==> src/rtl/cmult_sequencer_pkg.sv <==
// Shared fixed-point defaults and sequencer state encoding for the FFT butterfly blocks.
package fft_pkg;

  localparam int WORD_MID_DEF  = 16;
  localparam int FRAC_BITS_DEF = 6;

  typedef enum logic [2:0] {
    IDLE = 3'd0,
    P0   = 3'd1,
    P1   = 3'd2,
    P2   = 3'd3,
    P3   = 3'd4,
    DONE = 3'd5
  } cmult_state_e;

endpackage

==> src/rtl/cmult_sequencer_if.sv <==
// Operand/result handshake bundle between a producer (master) and the complex multiplier (slave).
interface cmult_sequencer_if
  import fft_pkg::*;
#(
  parameter int WORD_MID = WORD_MID_DEF
) ();

  logic                       in_valid;
  logic                       in_ready;
  logic signed [WORD_MID-1:0] ar;
  logic signed [WORD_MID-1:0] ai;
  logic signed [WORD_MID-1:0] br;
  logic signed [WORD_MID-1:0] bi;
  logic                       out_valid;
  logic                       out_ready;
  logic signed [WORD_MID-1:0] cr;
  logic signed [WORD_MID-1:0] ci;
  logic                       busy;

  modport master (
    output in_valid, ar, ai, br, bi, out_ready,
    input  in_ready, out_valid, cr, ci, busy
  );

  modport slave (
    input  in_valid, ar, ai, br, bi, out_ready,
    output in_ready, out_valid, cr, ci, busy
  );

endinterface

==> src/rtl/cmult_sequencer_sign_mult.sv <==
// Combinational signed fixed-point multiplier: full product, floor shift by FRAC_BITS, wrap to WORD_MID.
module sign_mult
  import fft_pkg::*;
#(
  parameter int WORD_MID  = WORD_MID_DEF,
  parameter int FRAC_BITS = FRAC_BITS_DEF
) (
  input  logic signed [WORD_MID-1:0] i_a,
  input  logic signed [WORD_MID-1:0] i_b,
  output logic signed [WORD_MID-1:0] o_p
);

  logic signed [2*WORD_MID-1:0] w_full;

  assign w_full = i_a * i_b;
  // Arithmetic shift gives floor toward -inf; upper bits are simply dropped (wrap).
  assign o_p    = WORD_MID'(w_full >>> FRAC_BITS);

endmodule

==> src/rtl/cmult_sequencer.sv <==
// Complex multiplier C = A*B built around one shared sign_mult, stepped over four product cycles.
module cmult_sequencer
  import fft_pkg::*;
#(
  parameter int WORD_MID  = WORD_MID_DEF,
  parameter int FRAC_BITS = FRAC_BITS_DEF
) (
  input  logic             CLK,
  input  logic             RST,
  cmult_sequencer_if.slave bus
);

  cmult_state_e               r_state;
  logic signed [WORD_MID-1:0] r_ar;
  logic signed [WORD_MID-1:0] r_ai;
  logic signed [WORD_MID-1:0] r_br;
  logic signed [WORD_MID-1:0] r_bi;
  logic signed [WORD_MID-1:0] r_acc_r;
  logic signed [WORD_MID-1:0] r_acc_i;
  logic signed [WORD_MID-1:0] r_cr;
  logic signed [WORD_MID-1:0] r_ci;
  logic                       r_out_valid;
  logic                       r_busy;

  logic signed [WORD_MID-1:0] w_mul_a;
  logic signed [WORD_MID-1:0] w_mul_b;
  logic signed [WORD_MID-1:0] w_prod;

  // Operand pairing per phase: P0 ar*br, P1 ai*bi, P2 ar*bi, P3 ai*br.
  always_comb begin
    w_mul_a = r_ar;
    w_mul_b = r_br;
    case (r_state)
      P1: begin
        w_mul_a = r_ai;
        w_mul_b = r_bi;
      end
      P2: begin
        w_mul_a = r_ar;
        w_mul_b = r_bi;
      end
      P3: begin
        w_mul_a = r_ai;
        w_mul_b = r_br;
      end
      default: begin
        w_mul_a = r_ar;
        w_mul_b = r_br;
      end
    endcase
  end

  sign_mult #(
    .WORD_MID  (WORD_MID),
    .FRAC_BITS (FRAC_BITS)
  ) u_sign_mult (
    .i_a (w_mul_a),
    .i_b (w_mul_b),
    .o_p (w_prod)
  );

  always_ff @(posedge CLK) begin
    if (RST) begin
      r_state     <= IDLE;
      r_ar        <= '0;
      r_ai        <= '0;
      r_br        <= '0;
      r_bi        <= '0;
      r_acc_r     <= '0;
      r_acc_i     <= '0;
      r_cr        <= '0;
      r_ci        <= '0;
      r_out_valid <= 1'b0;
      r_busy      <= 1'b0;
    end else begin
      case (r_state)
        IDLE: begin
          if (bus.in_valid) begin
            r_ar    <= bus.ar;
            r_ai    <= bus.ai;
            r_br    <= bus.br;
            r_bi    <= bus.bi;
            r_busy  <= 1'b1;
            r_state <= P0;
          end
        end
        P0: begin
          r_acc_r <= w_prod;
          r_state <= P1;
        end
        P1: begin
          r_acc_r <= r_acc_r - w_prod;
          r_state <= P2;
        end
        P2: begin
          r_acc_i <= w_prod;
          r_state <= P3;
        end
        P3: begin
          // Result registers load only here so cr/ci hold steady until the next product lands.
          r_acc_i     <= r_acc_i + w_prod;
          r_cr        <= r_acc_r;
          r_ci        <= r_acc_i + w_prod;
          r_out_valid <= 1'b1;
          r_state     <= DONE;
        end
        DONE: begin
          if (bus.out_ready) begin
            r_out_valid <= 1'b0;
            r_busy      <= 1'b0;
            r_state     <= IDLE;
          end
        end
        default: begin
          r_out_valid <= 1'b0;
          r_busy      <= 1'b0;
          r_state     <= IDLE;
        end
      endcase
    end
  end

  assign bus.in_ready  = (r_state == IDLE);
  assign bus.out_valid = r_out_valid;
  assign bus.busy      = r_busy;
  assign bus.cr        = r_cr;
  assign bus.ci        = r_ci;

endmodule
==> src/flat_wrapper.sv <==
// flat-port wrapper written by rule: the top's interface ports become plain ports
module cmult_sequencer_flat import fft_pkg::*;
#(
  parameter int WORD_MID  = WORD_MID_DEF,
  parameter int FRAC_BITS = FRAC_BITS_DEF
)
  (CLK, RST, bus_in_valid, bus_ar, bus_ai, bus_br, bus_bi, bus_out_ready, bus_in_ready, bus_out_valid, bus_cr, bus_ci, bus_busy);
  cmult_sequencer_if #(.WORD_MID(WORD_MID)) bus_i ();
  input  logic CLK;
  input  logic RST;
  input wire logic [$bits(bus_i.in_valid)-1:0] bus_in_valid;
  input wire logic [$bits(bus_i.ar)-1:0] bus_ar;
  input wire logic [$bits(bus_i.ai)-1:0] bus_ai;
  input wire logic [$bits(bus_i.br)-1:0] bus_br;
  input wire logic [$bits(bus_i.bi)-1:0] bus_bi;
  input wire logic [$bits(bus_i.out_ready)-1:0] bus_out_ready;
  output wire logic [$bits(bus_i.in_ready)-1:0] bus_in_ready;
  output wire logic [$bits(bus_i.out_valid)-1:0] bus_out_valid;
  output wire logic [$bits(bus_i.cr)-1:0] bus_cr;
  output wire logic [$bits(bus_i.ci)-1:0] bus_ci;
  output wire logic [$bits(bus_i.busy)-1:0] bus_busy;
  assign bus_i.in_valid = bus_in_valid;
  assign bus_i.ar = bus_ar;
  assign bus_i.ai = bus_ai;
  assign bus_i.br = bus_br;
  assign bus_i.bi = bus_bi;
  assign bus_i.out_ready = bus_out_ready;
  assign bus_in_ready = bus_i.in_ready;
  assign bus_out_valid = bus_i.out_valid;
  assign bus_cr = bus_i.cr;
  assign bus_ci = bus_i.ci;
  assign bus_busy = bus_i.busy;
  cmult_sequencer #(.WORD_MID(WORD_MID), .FRAC_BITS(FRAC_BITS)) u_core (.CLK(CLK), .RST(RST), .bus(bus_i));
endmodule
==> config.mk <==
export PLATFORM = sky130hd
export DESIGN_NAME = cmult_sequencer_flat
export DESIGN_NICKNAME = d
export VERILOG_FILES = /design/src/rtl/cmult_sequencer_pkg.sv /design/src/rtl/cmult_sequencer_if.sv /design/src/rtl/cmult_sequencer_sign_mult.sv /design/src/rtl/cmult_sequencer.sv /design/src/flat_wrapper.sv
export SDC_FILE = /design/constraint.sdc
export NUM_CORES = 1
export LEC_CHECK = 0
export ABC_AREA = 1
export CAP_MARGIN = 5
export CORE_MARGIN = 2
export CORE_UTILIZATION = 61
export DETAILED_ROUTE_END_ITERATION = 8
export PLACE_DENSITY_LB_ADDON = 0.05
export SYNTH_ARGS = -nofsm -noshare
export SYNTH_HDL_FRONTEND = slang
export SYNTH_SLANG_ARGS = --single-unit
==> constraint.sdc <==
create_clock -name CLK -period 20.2 [get_ports CLK]
set_input_delay 5.05 -clock CLK [delete_from_list [all_inputs] [get_ports CLK]]
set_output_delay 5.05 -clock CLK [all_outputs]
set_load 0.02 [all_outputs]
==> run summary <==
Status: completed
Pre-Repair DR Iteration Count: 5
Multi-input logic area: 9140 µm²
Maximum fanout along the worst path: 54
Hold Path Depth: 2
Pwr dens: 142 nW/µm²
Setup TNS Final: 0 ns
Maxcap violations: 0
Crit path capture type: register
Port bufs: 102
Synth Net Count: 2,123
Arr. time, crit path: 9.93 ns
Post-CTS Hold Buffers: 0
Setup Crit Path Kind: register to register
CTS tree: yes
Post-CTS Repair Setup Buffers: 0
Final GP Congestion: 0.944
Clk sinks: 133
Post-synth EDFFs: 0
Count leader, synth: inv_1
Worst path max stage delay: 0.82 ns
Slew HR: 0.379
Hold Fails Final Rpt: 0
Post-DR wirelength/cell: 17.2 µm
Yosys warnings: 0
Placed cell area: 14,600 µm²
Total track usage: 0.328
Hold Path Sink: u_core.r_br[6]$_SDFFE_PP0P_
Largest net degree at the start of global routing: 90
CP startpoint: u_core.r_state[1]$_SDFFE_PP0P_
Initial Utilization: 0.618
Worst slew pin tran: 0.926 ns
Critical path required time: 20.56 ns
Leak Pwr: 7.12 nW
Slew Viols, Final: 0
Final Skew: 0.0127 ns
Synth async-reset ratio: 0
Sequential element share of the synthesized area: 0.198
WHS: 0.455 ns
Leading post-synthesis cells by cell area: fa_1, dfxtp_1, inv_1, nand2_1, ha_1
Hold crit path type: register to register
Clk_lat worst skew: 0.43 ns
Max Freq: 105 MHz
CTS Buf Count: 17
Initial antenna violation count: 0
Vias per inst: 5.55
Placed Cells: 2,131
DRC Markers: 0
R2r setup slk: 10.63 ns
FP Rows: 54
Setup violators final: 0
RR Endpoint: u_core.r_acc_i[15]$_SDFFE_PP0P_
Post-CTS sizing: 0
Mean Syn Cell Area: 7.48 µm²
Syn Inst Count: 1,798
Worst reg2reg path startpoint: u_core.r_state[1]$_SDFFE_PP0P_
Vias in the first global route: 12,014
Unrepaired setup endpoints after global routing: no
First-pass GRT wire length: 61,100 µm
Layout cells sized above 1: 0.0489
Layout Cells excl Fill: 2,163
Post-DRT Antenna Nets: 0
Post-route minimum period: 9.57 ns
Total area of sequential cells: 2660 µm²
Post-route design area: 15,300 µm²
Commonest cells post-synth: inv_1, nand2_1, fa_1, nor2_1, a21oi_1
FF+latch count, synth: 133
Antenna cells: 0
DR iter-0 viols: 975
Area Overhead vs Synth: 13.9%
Root cell of the clock tree: clkbuf_16
HPWL after DPL: 28,700 µm
Fillers: 1,852
Die area: 23,200 µm²
Htree depth: 4
Slowest CP cell: o21ai_1
Worst setup SP type: register
Die Y: 152 µm
R2R depth: 35
Peak VDD IR: 0.114 mV
Startpoint of the worst hold path: u_core.r_br[6]$_SDFFE_PP0P_
# IOs: 103
Ys flop type: dfxtp_1
Vias: 12,008
Clk slew on worst S/H paths: 0.07 ns
Share of the clock period used by the worst path: 0.474
Core area: 21,800 µm²
Global route overflow: 0
Synth top area share: 0.243
Yosys top cell by area: fa_1
Nets: 2,195
Die X: 152 µm
Final WL: 37,300 µm
Synth cell types: 48
Synth Cell Area: 13,400 µm²
Clock buffer depth: 2
cell type report:
type | instances | share of cell area
Sequential cell | 133 | 0.174
Tap cell | 280 | 0.0229
Inverter | 369 | 0.0905
Multi-Input combinational cell | 1234 | 0.597
Clock inverter | 15 | 0.0154
Clock buffer | 17 | 0.0278
Timing Repair Buffer | 115 | 0.0727
worst max-delay path by stage:
| stage | endpoint | slack [ns] | cells past startpoint |
|---|---|---|---|
| 2_1_floorplan | u_core.r_acc_i[15]$_SDFFE_PP0P_ | 12.54 | 37 |
| 3_3_place_gp | u_core.r_acc_i[15]$_SDFFE_PP0P_ | 10.99 | 35 |
| 3_5_place_dp | u_core.bus.ci[15]$_SDFFE_PP0N_ | 10.88 | 35 |
| 4_1_cts | u_core.r_acc_i[15]$_SDFFE_PP0P_ | 10.75 | 35 |
| 5_1_grt | u_core.r_acc_i[15]$_SDFFE_PP0P_ | 9.86 | 35 |
| 6_report | u_core.r_acc_i[15]$_SDFFE_PP0P_ | 10.63 | 35 |
per-stage QoR:
step	power, mW	util	setup slack, ns
finish	2.17	0.704	10.63
global route	2.37	0.704	9.86
CTS	2.15	0.704	10.75
detailed placement	1.78	0.673	10.88
global placement	1.75	0.673	10.99
floorplan	1.42	-	12.54
cells in the final DEF (no fill, tap or decap), types with 2 or more instances in the layout:
| cell type | Yosys | layout |
|---|---|---|
| o21ai_1 | 12 | 12 |
| clkdlybuf4s50_1 | 0 | 101 |
| bufinv_16 | 0 | 3 |
| nand3b_1 | 6 | 6 |
| dfxtp_1 | 133 | 133 |
| a21boi_1 | 2 | 2 |
| inv_2 | 4 | 4 |
| inv_1 | 362 | 362 |
| a21oi_1 | 145 | 145 |
| o21ai_4 | 2 | 2 |
| ha_1 | 94 | 94 |
| inv_6 | 0 | 3 |
| a211oi_1 | 2 | 2 |
| clkinv_8 | 0 | 4 |
| nand3_2 | 2 | 2 |
| a21o_1 | 4 | 4 |
| nand2_2 | 16 | 17 |
| nand2_1 | 337 | 336 |
| o21a_1 | 3 | 3 |
| buf_4 | 3 | 13 |
| o21bai_1 | 5 | 5 |
| xor2_1 | 19 | 19 |
| clkbuf_16 | 0 | 17 |
| nand3_1 | 84 | 84 |
| inv_8 | 0 | 4 |
| a31oi_1 | 16 | 16 |
| o21ai_2 | 13 | 13 |
| nor2_1 | 153 | 152 |
| o21ai_0 | 97 | 97 |
| nor3_1 | 2 | 2 |
| nand2_4 | 2 | 2 |
| o211ai_1 | 9 | 9 |
| or2_2 | 3 | 3 |
| clkinv_1 | 3 | 3 |
| fa_1 | 163 | 163 |
| nand4_1 | 8 | 8 |
| xnor2_1 | 23 | 23 |
power by group:
group	total (mW)	switching (mW)	internal [mW]	leakage (nW)
clock	0.348	0.145	0.203	0.321
combinational	1.50	0.982	0.514	5.71
sequential	0.327	0.0242	0.303	1.09
total	2.17	1.15	1.02	7.12
per-layer routing:
layer  global-route usage  share of wire
met1                0.445           0.42
met2                0.543           0.47
met3               0.0447          0.076
met4                0.119          0.035
met5                    0              0
logic make-up (layout without fill, tap and decap cells):
kind of cell             after synthesis  in the layout  share of synthesized area
AO/OA/AOI/OAI                        317            317                      0.131
flip-flops                           133            133                      0.198
AND/OR/NAND/NOR                      618            618                      0.191
XOR/XNOR                              42             42                     0.0274
adder cells (fa/ha/maj)              257            257                      0.330
buffers and inverters                431            516                      0.123
worst max-delay path: cells and delay by family (launching register included):
family	cells	cell delay [ns]
buffers and inverters	7	1.00
adders and majority gates	8	3.35
AOI/OAI and AO/OA	6	2.23
and+or+nand+nor	12	1.93
DFF	1	0.48
xor gates and xnor gates	2	0.50
flip-flops by register name, indices dropped and copies added, names as in the netlist:
name / count
u_core.r_acc_i: 16
u_core.r_state: 3
u_core.r_bi: 16
u_core.bus.cr: 16
u_core.r_ar: 16
u_core.r_br: 16
u_core.bus.busy: 1
u_core.bus.ci: 16
u_core.bus.out_valid: 1
u_core.r_acc_r: 16
u_core.r_ai: 16
Power figures use the tool's default switching activity.
